File: config.mk
export PLATFORM = sky130hd
export DESIGN_NAME = hex_display_mux_flat
export DESIGN_NICKNAME = d
export VERILOG_FILES = /design/src/rtl/hex_display_if.sv /design/src/rtl/hex_display_mux.sv /design/src/flat_wrapper.sv
export SDC_FILE = /design/constraint.sdc
export NUM_CORES = 1
export LEC_CHECK = 0
export ABC_AREA = 1
export ABC_CLOCK_PERIOD_IN_PS = 2800
export CORE_UTILIZATION = 35
export CTS_CLUSTER_SIZE = 16
export DETAILED_ROUTE_END_ITERATION = 10
export GPL_ROUTABILITY_DRIVEN = 0
export SLEW_MARGIN = 5
export SYNTH_ARGS = -nofsm -noshare
export SYNTH_HDL_FRONTEND = slang
export SYNTH_SLANG_ARGS = --single-unit
File: constraint.sdc
create_clock -name clk -period 2.8 [get_ports clk]
set_input_delay 0.28 -clock clk [delete_from_list [all_inputs] [get_ports clk]]
set_output_delay 0.28 -clock clk [all_outputs]
set_load 0.01 [all_outputs]
File: src/rtl/hex_display_if.sv
// Bus between the ALU result source and the multiplexed hex display driver.
// The source drives load/value/dp_in/read/lzs; the driver returns the pins and status.
interface hex_display_if #(
  parameter int DIGITS = 4
);
  logic                  load;
  logic [4*DIGITS-1:0]   value;
  logic [DIGITS-1:0]     dp_in;
  logic                  read;
  logic                  lzs;
  logic [6:0]            seg;
  logic                  dp_n;
  logic [DIGITS-1:0]     an;
  logic                  pending;
  logic                  frame;

  modport master (
    output load, value, dp_in, read, lzs,
    input  seg, dp_n, an, pending, frame
  );

  modport slave (
    input  load, value, dp_in, read, lzs,
    output seg, dp_n, an, pending, frame
  );
endinterface

File: src/rtl/hex_display_mux.sv
// Time-multiplexed hex display driver: tear-free frame commit, anode dead time,
// leading-zero suppression and decimal points on registered active-low outputs.
module hex_display_mux #(
  parameter int DIGITS = 4,
  parameter int DIV    = 1000
) (
  input logic         clk,
  input logic         rst,
  hex_display_if.slave bus
);
  localparam int PW = (DIV > 1) ? $clog2(DIV) : 1;
  localparam int IW = (DIGITS > 1) ? $clog2(DIGITS) : 1;

  logic [PW-1:0]          pc;
  logic [IW-1:0]          idx;
  logic                   tick;
  logic                   boundary;
  logic [4*DIGITS-1:0]    disp_val;
  logic [4*DIGITS-1:0]    pend_val;
  logic [DIGITS-1:0]      disp_dp;
  logic [DIGITS-1:0]      pend_dp;

  logic [3:0]             nib;
  logic                   cur_dp;
  logic                   lead_zero;
  logic                   all_zero;
  logic [DIGITS-1:0]      an_sel;
  logic [6:0]             seg_next;
  logic                   dp_next;
  logic [DIGITS-1:0]      an_next;

  function automatic logic [6:0] hex_font(input logic [3:0] h);
    case (h)
      4'h0: hex_font = 7'h01;
      4'h1: hex_font = 7'h4F;
      4'h2: hex_font = 7'h12;
      4'h3: hex_font = 7'h06;
      4'h4: hex_font = 7'h4C;
      4'h5: hex_font = 7'h24;
      4'h6: hex_font = 7'h20;
      4'h7: hex_font = 7'h0F;
      4'h8: hex_font = 7'h00;
      4'h9: hex_font = 7'h0C;
      4'hA: hex_font = 7'h08;
      4'hB: hex_font = 7'h60;
      4'hC: hex_font = 7'h31;
      4'hD: hex_font = 7'h42;
      4'hE: hex_font = 7'h30;
      default: hex_font = 7'h38;
    endcase
  endfunction

  assign tick     = (pc == PW'(DIV - 1));
  assign boundary = tick && (idx == IW'(DIGITS - 1));

  always_ff @(posedge clk or posedge rst) begin
    if (rst) begin
      pc  <= '0;
      idx <= '0;
    end else if (tick) begin
      pc  <= '0;
      idx <= (idx == IW'(DIGITS - 1)) ? '0 : idx + 1'b1;
    end else begin
      pc  <= pc + 1'b1;
    end
  end

  // A load in the boundary cycle bypasses the pending register so the newest value wins.
  always_ff @(posedge clk or posedge rst) begin
    if (rst) begin
      pend_val    <= '0;
      pend_dp     <= '0;
      disp_val    <= '0;
      disp_dp     <= '0;
      bus.pending <= 1'b0;
      bus.frame   <= 1'b0;
    end else begin
      bus.frame <= boundary;
      if (bus.load) begin
        pend_val <= bus.value;
        pend_dp  <= bus.dp_in;
      end
      if (boundary) begin
        bus.pending <= 1'b0;
        if (bus.load) begin
          disp_val <= bus.value;
          disp_dp  <= bus.dp_in;
        end else if (bus.pending) begin
          disp_val <= pend_val;
          disp_dp  <= pend_dp;
        end
      end else if (bus.load) begin
        bus.pending <= 1'b1;
      end
    end
  end

  // Walk from the top digit down so all_zero means "this nibble and everything above is 0".
  always_comb begin
    nib       = 4'h0;
    cur_dp    = 1'b0;
    lead_zero = 1'b0;
    all_zero  = 1'b1;
    an_sel    = '1;
    for (int i = DIGITS - 1; i >= 0; i--) begin
      all_zero = all_zero & (disp_val[4*i +: 4] == 4'h0);
      if (idx == IW'(i)) begin
        nib       = disp_val[4*i +: 4];
        cur_dp    = disp_dp[i];
        lead_zero = all_zero && (i != 0);
        an_sel[i] = 1'b0;
      end
    end

    seg_next = (bus.lzs && lead_zero) ? 7'h7F : hex_font(nib);
    dp_next  = ~cur_dp;
    an_next  = (pc == '0) ? '1 : an_sel;
    if (!bus.read) begin
      seg_next = 7'h7F;
      dp_next  = 1'b1;
      an_next  = '1;
    end
  end

  always_ff @(posedge clk or posedge rst) begin
    if (rst) begin
      bus.seg  <= 7'h7F;
      bus.dp_n <= 1'b1;
      bus.an   <= '1;
    end else begin
      bus.seg  <= seg_next;
      bus.dp_n <= dp_next;
      bus.an   <= an_next;
    end
  end
endmodule
File: src/flat_wrapper.sv
// flat-port wrapper written by rule: the top's interface ports become plain ports
module hex_display_mux_flat 
#(
  parameter int DIGITS = 4,
  parameter int DIV    = 1000
)
  (clk, rst, bus_load, bus_value, bus_dp_in, bus_read, bus_lzs, bus_seg, bus_dp_n, bus_an, bus_pending, bus_frame);
  hex_display_if #(.DIGITS(DIGITS)) bus_i ();
  input logic clk;
  input logic rst;
  input wire logic [$bits(bus_i.load)-1:0] bus_load;
  input wire logic [$bits(bus_i.value)-1:0] bus_value;
  input wire logic [$bits(bus_i.dp_in)-1:0] bus_dp_in;
  input wire logic [$bits(bus_i.read)-1:0] bus_read;
  input wire logic [$bits(bus_i.lzs)-1:0] bus_lzs;
  output wire logic [$bits(bus_i.seg)-1:0] bus_seg;
  output wire logic [$bits(bus_i.dp_n)-1:0] bus_dp_n;
  output wire logic [$bits(bus_i.an)-1:0] bus_an;
  output wire logic [$bits(bus_i.pending)-1:0] bus_pending;
  output wire logic [$bits(bus_i.frame)-1:0] bus_frame;
  assign bus_i.load = bus_load;
  assign bus_i.value = bus_value;
  assign bus_i.dp_in = bus_dp_in;
  assign bus_i.read = bus_read;
  assign bus_i.lzs = bus_lzs;
  assign bus_seg = bus_i.seg;
  assign bus_dp_n = bus_i.dp_n;
  assign bus_an = bus_i.an;
  assign bus_pending = bus_i.pending;
  assign bus_frame = bus_i.frame;
  hex_display_mux #(.DIGITS(DIGITS), .DIV(DIV)) u_core (.clk(clk), .rst(rst), .bus(bus_i));
endmodule
==> summary.md, run 1 <==
| Metric | Value |
|---|---|
| CTS tree | `done` |
| Final hold violations | `0` |
| First-pass GRT wire length | `11400 µm` |
| CP required | `3060 ps` |
| Post-DP HPWL | `4750 µm` |
| MaxCap Viol Count | `0` |
| Post-synth EDFFs | `0` |
| Post-synth ARST share | `100%` |
| Htree depth | `3` |
| Hold WC Path Type | `in2async` |
| Die footprint | `0.00971 mm²` |
| IO Pins | `39` |
| Final setup margin | `574 ps` |
| 1st-iter DRT viols | `138` |
| Vias | `2525` |
| Crit Path Class | `reg2reg` |
| Clock Tree Buf Depth | `2` |
| Outcome | `complete, but fails checks` |
| Number of remaining DRC errors | `2` |
| Synth Area in Simple Gates | `26.7%` |
| WL final | `6580 µm` |
| Largest net degree at the start of global routing | `46` |
| Crit start category | `flip-flop` |
| Final period util | `79.5%` |
| Post-Synth Adder-Cell Area | `4.60%` |
| Post-synth net total | `424` |
| CORE AREA | `0.00889 mm²` |
| Pre-CTS setup slack | `618 ps` |
| Count of cell types in the netlist | `28` |
| Clock buffers created by TritonCTS | `9` |
| WL/cell | `12.2 µm` |
| Minimum clock period | `2230 ps` |
| Largest family of logic cells by synthesized area | `simple AND/OR/NAND/NOR gates` |
| RSZ-0062 raised after global routing | `no` |
| Port buffer count | `38` |
| Die Width | `98.5 µm` |
| Final Max Slew Viols | `0` |
| Share of layout cells above drive strength 1 | `14.3%` |
| Clk root buf | `clkbuf_8` |
| Worst-Skew Late Latency | `350 ps` |
| Netlist Area Pre-Place | `0.00326 mm²` |
| Peak Freq | `449 MHz` |
| Post-synthesis area per instance | `8.43 µm²` |
| Post-synthesis mux area share | `0%` |
| Post-DR vias/cell | `4.67` |
| N_diodes | `0` |
| Compound-gate portion of the synthesized area | `8.55%` |
| Setup Buffers After CTS | `0` |
| Pleak | `2.00 nW` |
| Yosys warns | `0` |
| Post-Synthesis Cells | `387` |
| Std cell rows | `34` |
| Critical path fanouts, max | `11` |
| Slew @ Worst Pin | `568 ps` |
| Main synth FF type | `dfrtp_1` |
| Normalized max-slew margin | `62.1%` |
| WP data arrival | `2490 ps` |
| XOR/XNOR share of the synthesized area | `0.806%` |
| Vias in the first global route | `2500` |
| Synth-to-Final Area Change | `21.9%` |
| CTS Sinks | `66` |
| Total GRT Usage | `15.0%` |
| First drt pass iteration count | `9` |
| Initial antenna violation count | `0` |
| Layout Nets | `465` |
| Clock skew | `13.2 ps` |
| Die Y-Extent | `98.5 µm` |
| Setup TNS Final | `0 ps` |
| Pwr per Cell Area | `531 mW/mm²` |
| Initial Utilization | `36.7%` |
| Post-route ant nets | `0` |
| Sequential share of the synthesized area | `51.1%` |
| Failing checks | `DRC` |
| Setup-failing EPs final | `0` |
| PostCTS Resize Cnt | `0` |
| Hold Buf Count CTS | `0` |
| Overflow after GRT | `0` |
| Reg clk slew, reported paths | `80 ps` |
| Setup crit end kind | `flip-flop` |
| Worst vdd ir | `0.249 mV` |
| Synth Register Bits | `66` |
Yosys cell counts, types with 3 or more instances:
cell	count	share of area, %
buf_2	3	0.46
buf_6	5	1.7
nor2_1	31	3.6
o21ai_0	3	0.46
ha_1	12	4.6
xor2_1	3	0.81
dfstp_2	12	9.7
o21ai_2	20	5.4
inv_1	47	5.4
a21oi_1	10	1.5
nor3_1	7	1.1
dfrtp_1	54	41
nand2_1	131	15
nand3_1	26	4.0
clkbuf_1	4	0.46
flip-flops by register name (all words and copies together) (netlist names):
register	flops
u_core.idx	2
u_core.pend_dp	4
u_core.bus.an	4
u_core.bus.frame	1
u_core.bus.seg	7
u_core.pend_val	16
u_core.disp_val	16
u_core.bus.dp_n	1
u_core.disp_dp	4
u_core.bus.pending	1
u_core.pc	10
metal layers:
metal / share of wire, % / track usage [%] / vias to the layer above
met4: 1.4 / 6.20 / 0
li1: - / - / 1282
met2: 46 / 23.5 / 60
met3: 4.9 / 5.25 / 10
met5: 0 / 0 / -
met1: 48 / 19.0 / 1173
per-stage QoR:
| stage | utilization [%] | power, mW | area, µm² | std cells | hold WS (ps) |
|---|---|---|---|---|---|
| floorplan | - | 1.08 | 3260 | 387 | 363 |
| detailed placement | 42.0 | 1.15 | 3730 | 525 | 457 |
| finish | 44.7 | 2.11 | 3980 | 541 | 272 |
| CTS | 44.7 | 2.14 | 3980 | 541 | 278 |
| global route | 44.7 | 2.20 | 3980 | 541 | 324 |
| global placement | 42.0 | 1.15 | 3730 | 525 | 451 |
power by group:
group | switching [mW] | internal (mW) | total, mW
sequential | 0.00793 | 0.987 | 0.995
combinational | 0.0738 | 0.0592 | 0.133
clock | 0.387 | 0.595 | 0.982
total | 0.469 | 1.64 | 2.11
final cells by class:
| class | count | area, µm² |
|---|---|---|
| sequential | 66 | 1670 |
| clock buffer | 10 | 128 |
| clock inverter | 6 | 114 |
| inverter | 49 | 184 |
| fill | 898 | 4920 |
| tap | 108 | 135 |
| timing repair buffer | 42 | 423 |
| multi-input combinational | 260 | 1330 |
cells by family (layout without fill, tap and decap cells):
family / Yosys count / in the layout
buf+inv: 61 / 107
xor+xnor: 3 / 3
compound gates: 38 / 38
flops: 66 / 66
simple gates: 207 / 207
fa+ha+maj: 12 / 12
critical path: stages, from the launching register on:
cell and delay [ps]:
dfrtp_1 410, inv_1 120, ha_1 400, inv_1 90, or2_2 290, nand2_1 190
inv_1 100, ha_1 210, nand2_1 120, nand2_1 70, nand2_1 50, nand3_1 90
worst paths after layout:
| path | slack [ps] | startpoint | depth (start not counted) | end |
|---|---|---|---|---|
| worst min-delay path | 270 | rst | 2 | u_core.disp_val[3]$_DFFE_PP0P_ |
| max in group asynchronous | 1880 | rst | 3 | u_core.bus.an[2]$_DFF_PP1_ |
| worst max-delay path | 570 | u_core.idx[0]$_DFFE_PP0N_ | 11 | u_core.bus.seg[3]$_DFF_PP1_ |
| worst min register to register | 470 | u_core.pend_val[12]$_DFFE_PP0P_ | 2 | u_core.pend_val[12]$_DFFE_PP0P_ |
| min in group clk | 470 | u_core.pend_val[12]$_DFFE_PP0P_ | 2 | u_core.pend_val[12]$_DFFE_PP0P_ |
| worst max register to register | 570 | u_core.idx[0]$_DFFE_PP0N_ | 11 | u_core.bus.seg[3]$_DFF_PP1_ |
placed cells by master, fill, tap and decap left out, types with 2 or more instances in the layout:
cell type        synthesis  final
nand3_2                  2      2
xor2_1                   3      3
nand2_1                131    131
nor3_1                   7      7
ha_1                    12     12
o21ai_0                  3      3
nor2_1                  31     31
dfrtp_1                 54     54
or2_2                    2      2
a21oi_1                 10     10
nand2_2                  2      2
buf_4                    0      3
nand3b_1                 2      2
o21ai_2                 20     20
inv_1                   47     46
inv_2                    2      3
clkdlybuf4s50_1          0     38
bufinv_16                0      3
clkinvlp_4               0      2
clkbuf_8                 0      9
dfstp_2                 12     12
nand3_1                 26     26
a31oi_1                  2      2
No activity file was read; power rests on OpenSTA's default activity.
==> run 2: changes to the inputs <==
--- a/config.mk
+++ b/config.mk
@@ -6,7 +6,7 @@
 export NUM_CORES = 1
 export LEC_CHECK = 0
 export ABC_AREA = 1
-export ABC_CLOCK_PERIOD_IN_PS = 2800
+export ABC_CLOCK_PERIOD_IN_PS = 1880
 export CORE_UTILIZATION = 35
 export CTS_CLUSTER_SIZE = 16
 export DETAILED_ROUTE_END_ITERATION = 10
==> constraint.sdc (replaced) <==
create_clock -name clk -period 1.88 [get_ports clk]
set_input_delay 0.188 -clock clk [delete_from_list [all_inputs] [get_ports clk]]
set_output_delay 0.188 -clock clk [all_outputs]
set_load 0.01 [all_outputs]
==> summary.md, run 2 (synthesis gave the netlist of run 1 again) <==
| Metric | Value |
|---|---|
| Outcome | `finished, final reports clean` |
| Synth-to-Final Area Change | `30.4%` |
| Worst-Skew Late Latency | `340 ps` |
| Die footprint | `0.00971 mm²` |
| Layout Nets | `488` |
| Final Max Slew Viols | `0` |
| Worst reg-to-reg path cell count | `12` |
| Internal | `2.10 mW` |
| MaxCap Viol Count | `0` |
| Final period util | `98.8%` |
| Sequential share of power | `54.0%` |
| Crit Path Class | `reg2reg` |
| Leading registers by flop count | `u_core.disp_val (16), u_core.pend_val (16), u_core.pc (10)` |
| P_sw | `0.642 mW` |
| Htree depth | `3` |
| IO Pins | `39` |
| Total GRT Usage | `15.2%` |
| CTS Sinks | `66` |
| Vias in the first global route | `2548` |
| Pleak | `2.10 nW` |
| Commonest non-fill, non-tap cell in the layout | `nand2_1` |
| Overflow after GRT | `0` |
| First drt pass iteration count | `6` |
| WL/cell | `12.4 µm` |
| Final hold violations | `0` |
| Die Width | `98.5 µm` |
| Initial Utilization | `36.7%` |
| Number of remaining DRC errors | `0` |
| Crit start category | `flip-flop` |
| Largest net degree at the start of global routing | `67` |
| 1st-iter DRT viols | `131` |
| RSZ-0062 raised after global routing | `yes` |
| Clk pwr share | `38.7%` |
| Hold Buf Count CTS | `0` |
| Peak Freq | `538 MHz` |
| N_diodes | `0` |
| Clock skew | `10.0 ps` |
| CP required | `2140 ps` |
| WP data arrival | `2120 ps` |
| Hold WC Path Type | `in2async` |
| Die Y-Extent | `98.5 µm` |
| Worst vdd ir | `0.373 mV` |
| Pwr per Cell Area | `646 mW/mm²` |
| Setup-failing EPs final | `0` |
| Critical path fanouts, max | `5` |
| Vias | `2609` |
| Minimum clock period | `1860 ps` |
| Reg clk slew, reported paths | `70 ps` |
| Net Sw Frac | `23.4%` |
| Clock Tree Buf Depth | `2` |
| Comb pwr share | `7.3%` |
| Std cell rows | `34` |
| Normalized max-slew margin | `61.6%` |
| Commonest non-fill, non-tap cells in the layout | `nand2_1 (126), dfrtp_1 (53), inv_1 (41), clkdlybuf4s50_1 (38), nor2_1 (28)` |
| Slew @ Worst Pin | `575 ps` |
| CORE AREA | `0.00889 mm²` |
| Final Core Density | `47.8%` |
| Setup crit end kind | `flip-flop` |
| Post-route ant nets | `0` |
| Port buffer count | `38` |
| CTS tree | `done` |
| Post-DP HPWL | `4790 µm` |
| First-pass GRT wire length | `11600 µm` |
| Share of layout cells above drive strength 1 | `24.0%` |
| WL final | `6990 µm` |
| Initial antenna violation count | `0` |
| Setup TNS Final | `0 ps` |
| Clock buffers created by TritonCTS | `9` |
| Clk root buf | `clkbuf_8` |
| Post-DR vias/cell | `4.63` |
-- run 2: changes by cell type in the layout (fill, tap and decap cells not counted), sizes merged --
cell      before  now
clkinvlp       2    1
buf            4   27
inv           50   49
bufinv         3    0
clkinv         0    1
clkbuf        10   13
-- run 2: layout make-up --
cell class,count,area [µm²]
Timing Repair Buffer,65,619
Sequential cell,66,1670
Clock buffer,13,159
Multi-Input combinational cell,260,1470
Fill cell,879,4640
Inverter,49,191
Clock inverter,2,12.5
Tap cell,108,135
-- run 2: path summary, 6_finish.rpt --
path | start | to | slack (ps)
max in group asynchronous | rst | u_core.bus.an[0]$_DFF_PP1_ | 1330
hold reg to reg | u_core.pend_val[0]$_DFFE_PP0P_ | u_core.pend_val[0]$_DFFE_PP0P_ | 470
hold / removal | rst | u_core.disp_val[1]$_DFFE_PP0P_ | 250
setup / recovery | u_core.idx[1]$_DFFE_PP0N_ | u_core.bus.seg[6]$_DFF_PP1_ | 20
min in group clk | bus_value[11] | u_core.pend_val[11]$_DFFE_PP0P_ | 400
setup reg to reg | u_core.idx[1]$_DFFE_PP0N_ | u_core.bus.seg[6]$_DFF_PP1_ | 20
-- run 2: what timing repair did --
item,in CTS,in global routing
endpoints found under the setup margin,4,7
gates resized for setup,8,33
pin swaps,0,10
gates cloned,0,0
buffers inserted,0,8
endpoints found under the hold margin,0,0
-- run 2: worst max-delay path: stages (launching register included) --
cell and delay [ps]:
dfrtp_1 420, buf_6 140, ha_4 180, a21oi_2 150, nand2_1 70, nand2_1 80
nand2_2 100, buf_4 160, ha_4 160, nand3_2 80, nor2_1 50, nor2_1 110
nand3_1 80
-- run 2: layer usage --
metal | global-route usage (%) | wire, µm
met4 | 7.35 | 150
met2 | 22.8 | 3210
met5 | 0 | 0
met1 | 20.4 | 3380
met3 | 3.90 | 251
-- run 2: stage by stage --
step	hold WS (ps)	cells	power (mW)	cell area, µm²	worst slack, ps
final	248	563	2.75	4250	22.7
after global routing	295	563	2.87	4250	-74.8
after CTS	252	555	2.78	4040	19.6
after detailed placement	460	540	1.72	3860	-79.1
after global placement	454	540	1.71	3860	23.9
after floorplan	271	387	1.61	3260	2.57
-- run 2: power groups by stage --
| stage | Combinational [mW] | Clock, mW | Sequential, mW |
|---|---|---|---|
| finish | 0.201 | 1.06 | 1.48 |
| global placement | 0.205 | 0 | 1.51 |
| floorplan | 0.100 | 0 | 1.51 |
| global route | 0.230 | 1.15 | 1.49 |
| CTS | 0.208 | 1.09 | 1.48 |
| detailed placement | 0.208 | 0 | 1.51 |
==> run 3: changes to the inputs <==
--- a/config.mk
+++ b/config.mk
@@ -5,12 +5,13 @@
 export SDC_FILE = /design/constraint.sdc
 export NUM_CORES = 1
 export LEC_CHECK = 0
-export ABC_AREA = 1
+export ABC_AREA = 0
 export ABC_CLOCK_PERIOD_IN_PS = 1880
 export CORE_UTILIZATION = 35
 export CTS_CLUSTER_SIZE = 16
 export DETAILED_ROUTE_END_ITERATION = 10
 export GPL_ROUTABILITY_DRIVEN = 0
+export HOLD_SLACK_MARGIN = 0.02
 export SLEW_MARGIN = 5
 export SYNTH_ARGS = -nofsm -noshare
 export SYNTH_HDL_FRONTEND = slang
==> summary.md, run 3 <==
| Metric | Value |
|---|---|
| Die footprint | `0.00911 mm²` |
| Cell with the most instances after synthesis | `dfrtp_1` |
| Die Y-Extent | `95.4 µm` |
| Htree depth | `3` |
| Netlist Area Pre-Place | `0.00306 mm²` |
| Yosys warns | `0` |
| Largest net degree at the start of global routing | `67` |
| Count of cell types in the netlist | `42` |
| Final setup margin | `-81.9 ps` |
| Final Max Slew Viols | `0` |
| FF/Latch Area | `0.00167 mm²` |
| MaxCap Viol Count | `0` |
| Synth Register Bits | `66` |
| Vias in the first global route | `2112` |
| Final Core Density | `51.9%` |
| Clk root buf | `clkbuf_8` |
| Design Area, Final | `0.00433 mm²` |
| Crit Path Class | `reg2reg` |
| Layout Nets | `358` |
| N_diodes | `0` |
| Leading registers by flop count | `u_core.disp_val (16), u_core.pend_val (16), u_core.pc (10)` |
| Reg clk slew, reported paths | `70 ps` |
| IO Pins | `39` |
| Slew @ Worst Pin | `391 ps` |
| Overflow after GRT | `0` |
| Final hold violations | `0` |
| Post-synth EDFFs | `0` |
| Area of the multi-input gates | `0.00157 mm²` |
| Post-synth ARST share | `100%` |
| Failing checks | `setup timing` |
| Crit start category | `flip-flop` |
| Clock buffers created by TritonCTS | `9` |
| Setup-failing EPs final | `6` |
| Post-synth net total | `282` |
| Largest area contributor in the synthesized netlist | `dfrtp_1` |
| Initial Utilization | `36.6%` |
| Fill cells | `729` |
| Sequential share of the synthesized area | `54.5%` |
| Worst reg-to-reg path cell count | `11` |
| Inst Count DP | `404` |
| Top cells by area, synth | `dfrtp_1 (44%), mux2_2 (15%), dfstp_2 (10%)` |
| CORE AREA | `0.00834 mm²` |
| Initial antenna violation count | `0` |
| Post-DP HPWL | `4050 µm` |
| Clock skew | `5.23 ps` |
| Post-route ant nets | `0` |
| Outcome | `complete, but fails checks` |
| Post-Synthesis Cells | `245` |
| CTS tree | `done` |
| First-pass GRT wire length | `9990 µm` |
| Minimum clock period | `1960 ps` |
| Clock Tree Buf Depth | `2` |
| Pre-CTS setup slack | `-78.6 ps` |
| R2r endpoint | `u_core.bus.seg[3]$_DFF_PP1_` |
| CTS Sinks | `66` |
| Post-synthesis area per instance | `12.5 µm²` |
| Post-synth top cells | `dfrtp_1 (54), mux2_2 (41), nand2_1 (16)` |
| Setup crit end kind | `flip-flop` |
| Worst-Skew Late Latency | `340 ps` |
| First drt pass iteration count | `4` |
| Setup TNS Final | `-219 ps` |
| Post-DR vias/cell | `4.93` |
| Final period util | `104%` |
| Port buffer count | `38` |
| 1st-iter DRT viols | `57` |
| Non-Filler Instances | `431` |
| Placed Area | `0.00380 mm²` |
| WL final | `6240 µm` |
| Normalized max-slew margin | `73.8%` |
| Die Width | `95.4 µm` |
| Share of layout cells above drive strength 1 | `46.3%` |
| RSZ-0062 raised after global routing | `yes` |
| Std cell rows | `33` |
| Hold WC Path Type | `in2async` |
| Pleak | `1.79 nW` |
| Synth-to-Final Area Change | `41.8%` |
| Commonest non-fill, non-tap cells in the layout | `dfrtp_1 (54), mux2_2 (41), clkdlybuf4s50_1 (38), buf_4 (25), nand2_1 (15)` |
| Worst vdd ir | `0.374 mV` |
| Worst r2r src | `u_core.idx[1]$_DFFE_PP0N_` |
| Commonest non-fill, non-tap cell in the layout | `dfrtp_1` |
| Total GRT Usage | `14.8%` |
| Main synth FF type | `dfrtp_1` |
| Reg-to-reg slack, setup | `-80 ps` |
| Vias | `2126` |
| Pwr per Cell Area | `660 mW/mm²` |
| Number of remaining DRC errors | `0` |
| Peak Freq | `510 MHz` |
| WL/cell | `14.5 µm` |
| Share of the synthesized area in the top cell type | `44.2%` |
| CP required | `2170 ps` |
| Critical path fanouts, max | `8` |
| WP data arrival | `2250 ps` |
==> run 3: logic make-up (layout without fill, tap and decap cells) <==
logic type      after synthesis  in the layout  synth area share (%)
compound gates               31             32                  7.82
xor+xnor                      7              7                  2.01
fa+ha+maj                    12             12                  4.91
buf+inv                      23            103                  3.56
flops                        66             66                  54.5
mux                          44             44                  16.1
simple gates                 62             62                  11.1
==> run 3: power breakdown <==
group | internal [mW] | switching [mW]
Clock | 0.677 | 0.508
Combinational | 0.109 | 0.0782
Sequential | 1.48 | 0.0109
Total | 2.26 | 0.597
==> run 3: final cells by class <==
| cell class | instances | share of cell area (%) |
|---|---|---|
| clock buffer | 11 | 3.50 |
| clock inverter | 5 | 1.21 |
| inverter | 14 | 1.27 |
| multi-input combinational | 157 | 36.2 |
| sequential | 66 | 38.5 |
| tap | 105 | 3.03 |
| timing repair buffer | 73 | 16.3 |
==> run 3: repair_timing <==
| action | in CTS | in global routing |
|---|---|---|
| gates resized for setup | 15 | 38 |
| setup buffers | 3 | 8 |
| pin swaps | 4 | 13 |
| setup endpoints to repair | 7 | 27 |
| cloned | 1 | 0 |
| hold buffers | 0 | 0 |
==> run 3: worst max-delay path, stage by stage (launching register included) <==
cell	delay [ps]
dfrtp_1	390
inv_2	60
buf_6	110
ha_4	180
nand2b_4	170
o22ai_4	190
a31oi_4	50
buf_4	160
ha_4	260
a21oi_2	40
a22o_1	240
nand2_1	70
==> run 3: routing by layer <==
layer	up-vias	track usage (%)	share of wire [%]
met5	-	0	0
met4	0	4.85	1.4
met3	9	5.10	4.4
met2	46	24.6	50
met1	1059	17.9	44
li1	1012	-	-
==> run 3: metrics by stage <==
step	hold WS [ps]	power, mW
2_1_floorplan	227	1.60
3_3_place_gp	479	1.70
3_5_place_dp	484	1.71
4_1_cts	235	2.90
5_1_grt	261	3.00
6_report	223	2.86
==> run 3: worst max-delay path by stage <==
stage / from / endpoint / slack (ps) / cells after the start
floorplan: u_core.idx[0]$_DFFE_PP0N_ / u_core.bus.seg[3]$_DFF_PP1_ / -70 / 10
global placement: u_core.idx[1]$_DFFE_PP0N_ / u_core.bus.seg[1]$_DFF_PP1_ / -40 / 8
detailed placement: u_core.idx[0]$_DFFE_PP0N_ / u_core.bus.seg[2]$_DFF_PP1_ / -80 / 7
CTS: u_core.idx[1]$_DFFE_PP0N_ / u_core.bus.seg[3]$_DFF_PP1_ / -40 / 11
global route: u_core.idx[1]$_DFFE_PP0N_ / u_core.bus.seg[3]$_DFF_PP1_ / -160 / 11
finish: u_core.idx[1]$_DFFE_PP0N_ / u_core.bus.seg[3]$_DFF_PP1_ / -80 / 11
==> edit 1: new RTL, settings of run 3 <==
Reset style: synchronous (`rst`), changed in 3 clocked blocks.
--- a/src/rtl/hex_display_mux.sv
+++ b/src/rtl/hex_display_mux.sv
@@ -55,3 +55,3 @@
 
-  always_ff @(posedge clk or posedge rst) begin
+  always_ff @(posedge clk) begin
     if (rst) begin
@@ -68,3 +68,3 @@
   // A load in the boundary cycle bypasses the pending register so the newest value wins.
-  always_ff @(posedge clk or posedge rst) begin
+  always_ff @(posedge clk) begin
     if (rst) begin
@@ -124,3 +124,3 @@
 
-  always_ff @(posedge clk or posedge rst) begin
+  always_ff @(posedge clk) begin
     if (rst) begin
Formal check against the unedited RTL: differs if rst is asserted again (counterexample within 4 cycles, from zero or initial values and one cycle with rst high); with rst held inactive, the same outputs for 10 cycles.
==> edit 1 against run 3 <==
- the run still ends with setup timing left
- non-clock buffer count is 1 lower
- routed wire length shrank 3.3%
- fmax is 0.59% higher
- total power shrank 4.8%
- area after synthesis down 5.9%
- cell count rose by 9.3%
- cell area down 8.0%
- sequential cell count unchanged
- utilization is 1.2 points lower
- count of clock-buffer cells in the layout down 1
- die area is 5.8% lower
- synthesized cell count rose by 22%
- setup slack gained 0.012 ns
- highest routed layer unchanged
==> edit 1: results (changes against run 3) <==
CTS root buf - clkbuf_8
Most used DFF post-synth - dfxtp_1
first-pass GRT wire length - 10,250 um (+2.6%)
vias - 2,239 (+5.3%)
Yosys cell types - 49 (+17%)
largest cells by area after synthesis - dfxtp_1, mux2i_1, nor2_1
Logic pwr share - 7.2% (+0.6 points)
H-Tree Depth - 3 (unchanged)
drt wl/cell - 12.81 um (-11%)
slew of the pin with the lowest slew margin - 0.5339 ns (+0.1429 ns)
final-stage net count - 401 (+12%)
total track usage - 15.44% (+0.62 points)
final setup margin - -0.07031 ns (+0.01157 ns)
Clock Skew - 0.01172 ns (+0.006489 ns)
WL met1 - 2806 um (+2.1%)
DPL Wire Length - 4102 um (+1.3%)
top cells by count, synth - dfxtp_1, nor2_1, mux2i_1, nand2_1, inv_1
met3 WL - 208 um (-24%)
CTS clock-pin slew for the worst setup and hold paths - 0.07 ns (about the same)
share of cells above drive strength 1 - 27.64% (-19 points)
M1 GR Usage - 18.98% (+1.0 points)
cell total after placement - 443 (+9.7%)
violated checks - setup timing
post-synthesis average cell area - 9.649 sq um (-23%)
setup TNS after final layout - -0.2868 ns (-0.06735 ns)
worst-path fanout max - 7 (-1)
number of synthesized flops with an enable pin - 0 (unchanged)
yosys warns - 0 (unchanged)
max incr delay on CP - 0.38 ns
number of global-route vias before repair - 2,189 (+3.6%)
met3 Usage GRT - 5.337% (+0.23 points)
asr flop ratio synth - 0% (-100 points)
DR WL met2 - 2933 um (-6.2%)
Mapped Nets - 335 (+19%)
pre-CTS setup slack - -0.1062 ns (-0.02761 ns)
Fillers - 772 (+5.9%)
switching fraction of total power - 24.55% (+3.7 points)
clk pwr - 1.08 mW (-8%)
total routed wirelength - 6035 um (-3.3%)
P_int - 2.053 mW (-9.2%)
Seq/Total Area, Yosys - 45.95% (-8.6 points)
DP Area - 0.003603 sq mm (-5.1%)
setup violators final - 5 (-1)
Hold Crit Class - input port to flip-flop
status - complete, but fails checks
maximum vdd drop - 0.5565 mV (+49%)
met2 Use GR - 24.69% (+0.049 points)
cell with the largest stage delay on the worst path - dfxtp_4
largest net degree at the start of global routing - 48 (-28%)
Iteration-0 DRC Markers - 54 (-5.3%)
leakage power - 1.451 nW (-19%)
biggest regs - u_core.disp_val x16, u_core.pend_val x16, u_core.pc x10
critical path arrival - 2.20 ns (-0.05 ns)
[edit 1: path summary, 6_finish.rpt]
check / start / end / slack (ns) / depth (start not counted)
setup / recovery: u_core.idx[0] / u_core.bus.seg[5] / -0.07 / 10
hold / removal: rst / u_core.bus.dp_n / 0.29 / 3
setup reg to reg: u_core.idx[0] / u_core.bus.seg[5] / -0.07 / 10
hold reg to reg: u_core.pc[0] / u_core.pc[0] / 0.43 / 1
[edit 1: worst max-delay path, delay by kind of cell, from the launching register on]
family                     cells  cell delay, ns
DFF                            1            0.38
and+or+nand+nor                2            0.18
AOI/OAI and AO/OA              4            0.64
adders and majority gates      2            0.48
buffers and inverters          2            0.18
[edit 1: logic make-up (layout without fill, tap and decap cells)]
kind of cell	Yosys count	count (layout)	synth area share, %
compound gates	49	49	15.19
fa+ha+maj	12	12	5.222
mux	23	23	8.050
flops	66	66	45.95
buf+inv	33	104	5.091
simple gates	107	107	18.06
xor+xnor	8	8	2.437
[edit 1: repair_timing]
action                     4_1_cts  5_1_grt
setup endpoints to repair        7       27
resized for setup               15       12
pin swaps                        2        1
gates cloned                     0        1
setup buffers                    8        4
[edit 1: through the flow]
step	utilization [%]	hold slack [ns]
6_report	50.78	0.2946
5_1_grt	50.78	0.2984
4_1_cts	49.63	0.2963
3_5_place_dp	45.92	0.4565
3_3_place_gp	45.92	0.4420
2_1_floorplan	-	0.3553
[edit 1: layout make-up]
type | count | area share (%)
clock buffer | 10 | 3.454
clock inverter | 6 | 1.068
inverter | 16 | 1.570
multi-input combinational | 199 | 40.06
sequential | 66 | 33.38
tap | 102 | 3.203
timing repair buffer | 72 | 17.27
==> edit 2: new RTL, config.mk and constraints of run 3 <==
Without the edit above. `DIV` is set to 1000 in 2 places; all go to 2000.
--- a/src/rtl/hex_display_mux.sv
+++ b/src/rtl/hex_display_mux.sv
@@ -4,3 +4,3 @@
   parameter int DIGITS = 4,
-  parameter int DIV    = 1000
+  parameter int DIV    = 2000
 ) (
--- a/src/flat_wrapper.sv
+++ b/src/flat_wrapper.sv
@@ -4,3 +4,3 @@
   parameter int DIGITS = 4,
-  parameter int DIV    = 1000
+  parameter int DIV    = 2000
 )
Function: same outputs for any inputs over 10 cycles, from zero or initial values and one cycle with rst high; that may be too few to reach the edited logic, so the function may still have changed.
==> edit 2 against run 3 <==
- the flow still finishes with violations (setup timing)
- setup slack lost 0.022 ns
- cell area grew 4.9%
- synthesized cell count grew 5.7%
- area after synthesis grew 1.5%
- total power grew 3.2%
- routed wire length grew 8.2%
- sequential cell count grew 1
- utilization grew 2.3 points
==> edit 2: results (changes against run 3) <==
share of cells above drive strength 1 - 45.80% (-0.52 points)
first-pass GRT wire length - 10,940 um (+9.5%)
largest net degree at the start of global routing - 68 (+1.5%)
M1 GR Usage - 19.50% (+1.6 points)
leakage power - 1.918 nW (+7.4%)
top cells by count, synth - dfrtp_1, mux2_2, nand2_1, nor2_1
total track usage - 15.85% (+1.0 points)
DR WL met2 - 3363 um (+7.5%)
relative slew slack - 65.02% (-8.8 points)
pre-CTS setup slack - -0.1807 ns (-0.1021 ns)
H-Tree Depth - 3 (unchanged)
CP endpoint - u_core.disp_val[4]
DPL Wire Length - 4448 um (+9.8%)
Clock Path Buffers - 2 (unchanged)
met3 Usage GRT - 4.423% (-0.68 points)
largest cells by area after synthesis - dfrtp_1, mux2_2, dfstp_2
CTS clock-pin slew for the worst setup and hold paths - 0.08 ns
CP delay by family, top - simple AND/OR/NAND/NOR gates
worst r2r path cells - 7 (-4)
cell total after placement - 423 (+4.7%)
Worst R2R Setup Slack - -0.10 ns (-0.02 ns)
met3 WL - 297 um (+8.8%)
# Post-CTS Setup Buffers - 7 (+4)
CTS root buf - clkbuf_8
asr flop ratio synth - 100.0% (unchanged)
yosys warns - 0 (unchanged)
vias - 2,238 (+5.3%)
met2 Use GR - 25.89% (+1.2 points)
Worst R2R End - u_core.disp_val[4]
Mapped Nets - 296 (+5.0%)
Max-Cap Viols - 0 (unchanged)
maximum vdd drop - 0.4181 mV (+12%)
initial antenna violation count - 0 (unchanged)
WL met1 - 2996 um (+9.0%)
Clock Skew - 0.008741 ns (+0.003507 ns)
Skew-Pair Late Insertion Delay - 0.34 ns (about the same)
drt wl/cell - 15.00 um (+3.6%)
biggest regs - u_core.disp_val x16, u_core.pend_val x16, u_core.pc x11
violated checks - setup timing
Gate Count Post-Synth - 259 (+5.7%)
final-stage net count - 377 (+5.3%)
status - complete, but fails checks
Worst Setup SP - u_core.pc[1]
Ant. Diodes - 0 (unchanged)
number of global-route vias before repair - 2,319 (+9.8%)
top layer in use - met4
final setup margin - -0.1038 ns (-0.02196 ns)
Post-CTS Resized - 17 (+2)
critical path arrival - 2.22 ns (-0.03 ns)
worst-path fanout max - 7 (-1)
setup violators final - 27 (+21)
Vias/cell - 4.973 (+0.82%)
Iteration-0 DRC Markers - 66 (+16%)
Seq/Total Area, Yosys - 54.56% (about the same)
## edit 2: cell count changes after synthesis, moves of 3 or more
cell,change
o21ai_0,+6
and3_4,+3
nor3_1,+3
o221ai_1,-5
and3_1,+7
a211oi_1,+3
nand3_1,+3
a31oi_1,-3
nand2_1,+4
nor2b_1,-3
o211ai_1,+4
buf_2,-3
## edit 2: logic make-up (layout without fill, tap and decap cells)
kind of cell | count (synthesis) | in the layout | share of synthesized area (%)
fa+ha+maj | 12 | 12 | 4.842
mux | 41 | 41 | 14.85
simple gates | 74 | 74 | 12.47
flops | 67 | 67 | 54.56
buf+inv | 20 | 106 | 2.946
compound gates | 38 | 38 | 8.354
xor+xnor | 7 | 7 | 1.977
## edit 2: layout make-up
cell class / instances / area (sq um)
Fill cell: 690 / 3839
Clock buffer: 11 / 151.4
Clock inverter: 5 / 61.31
Sequential cell: 67 / 1694
Tap cell: 105 / 131.4
Multi-Input combinational cell: 172 / 1667
Timing Repair Buffer: 78 / 783.3
Inverter: 12 / 55.05
## edit 2: per-stage QoR
stage | hold WS (ns) | utilization (%) | cell area, sq um | setup TNS (ns) | power, mW
floorplan | 0.2273 | - | 3278 | -0.8181 | 1.627
CTS | 0.2474 | 51.54 | 4320 | -2.579 | 2.987
global placement | 0.4845 | 47.28 | 3963 | -1.611 | 1.729
global route | 0.2647 | 54.20 | 4543 | -4.590 | 3.092
detailed placement | 0.4867 | 47.28 | 3963 | -2.117 | 1.733
finish | 0.2189 | 54.20 | 4543 | -2.061 | 2.952
## edit 2: where the power goes
group,switching [mW],total (mW),internal (mW)
Sequential,0.0107,1.51,1.50
Clock,0.563,1.25,0.686
Combinational,0.0820,0.195,0.113
Total,0.656,2.95,2.30
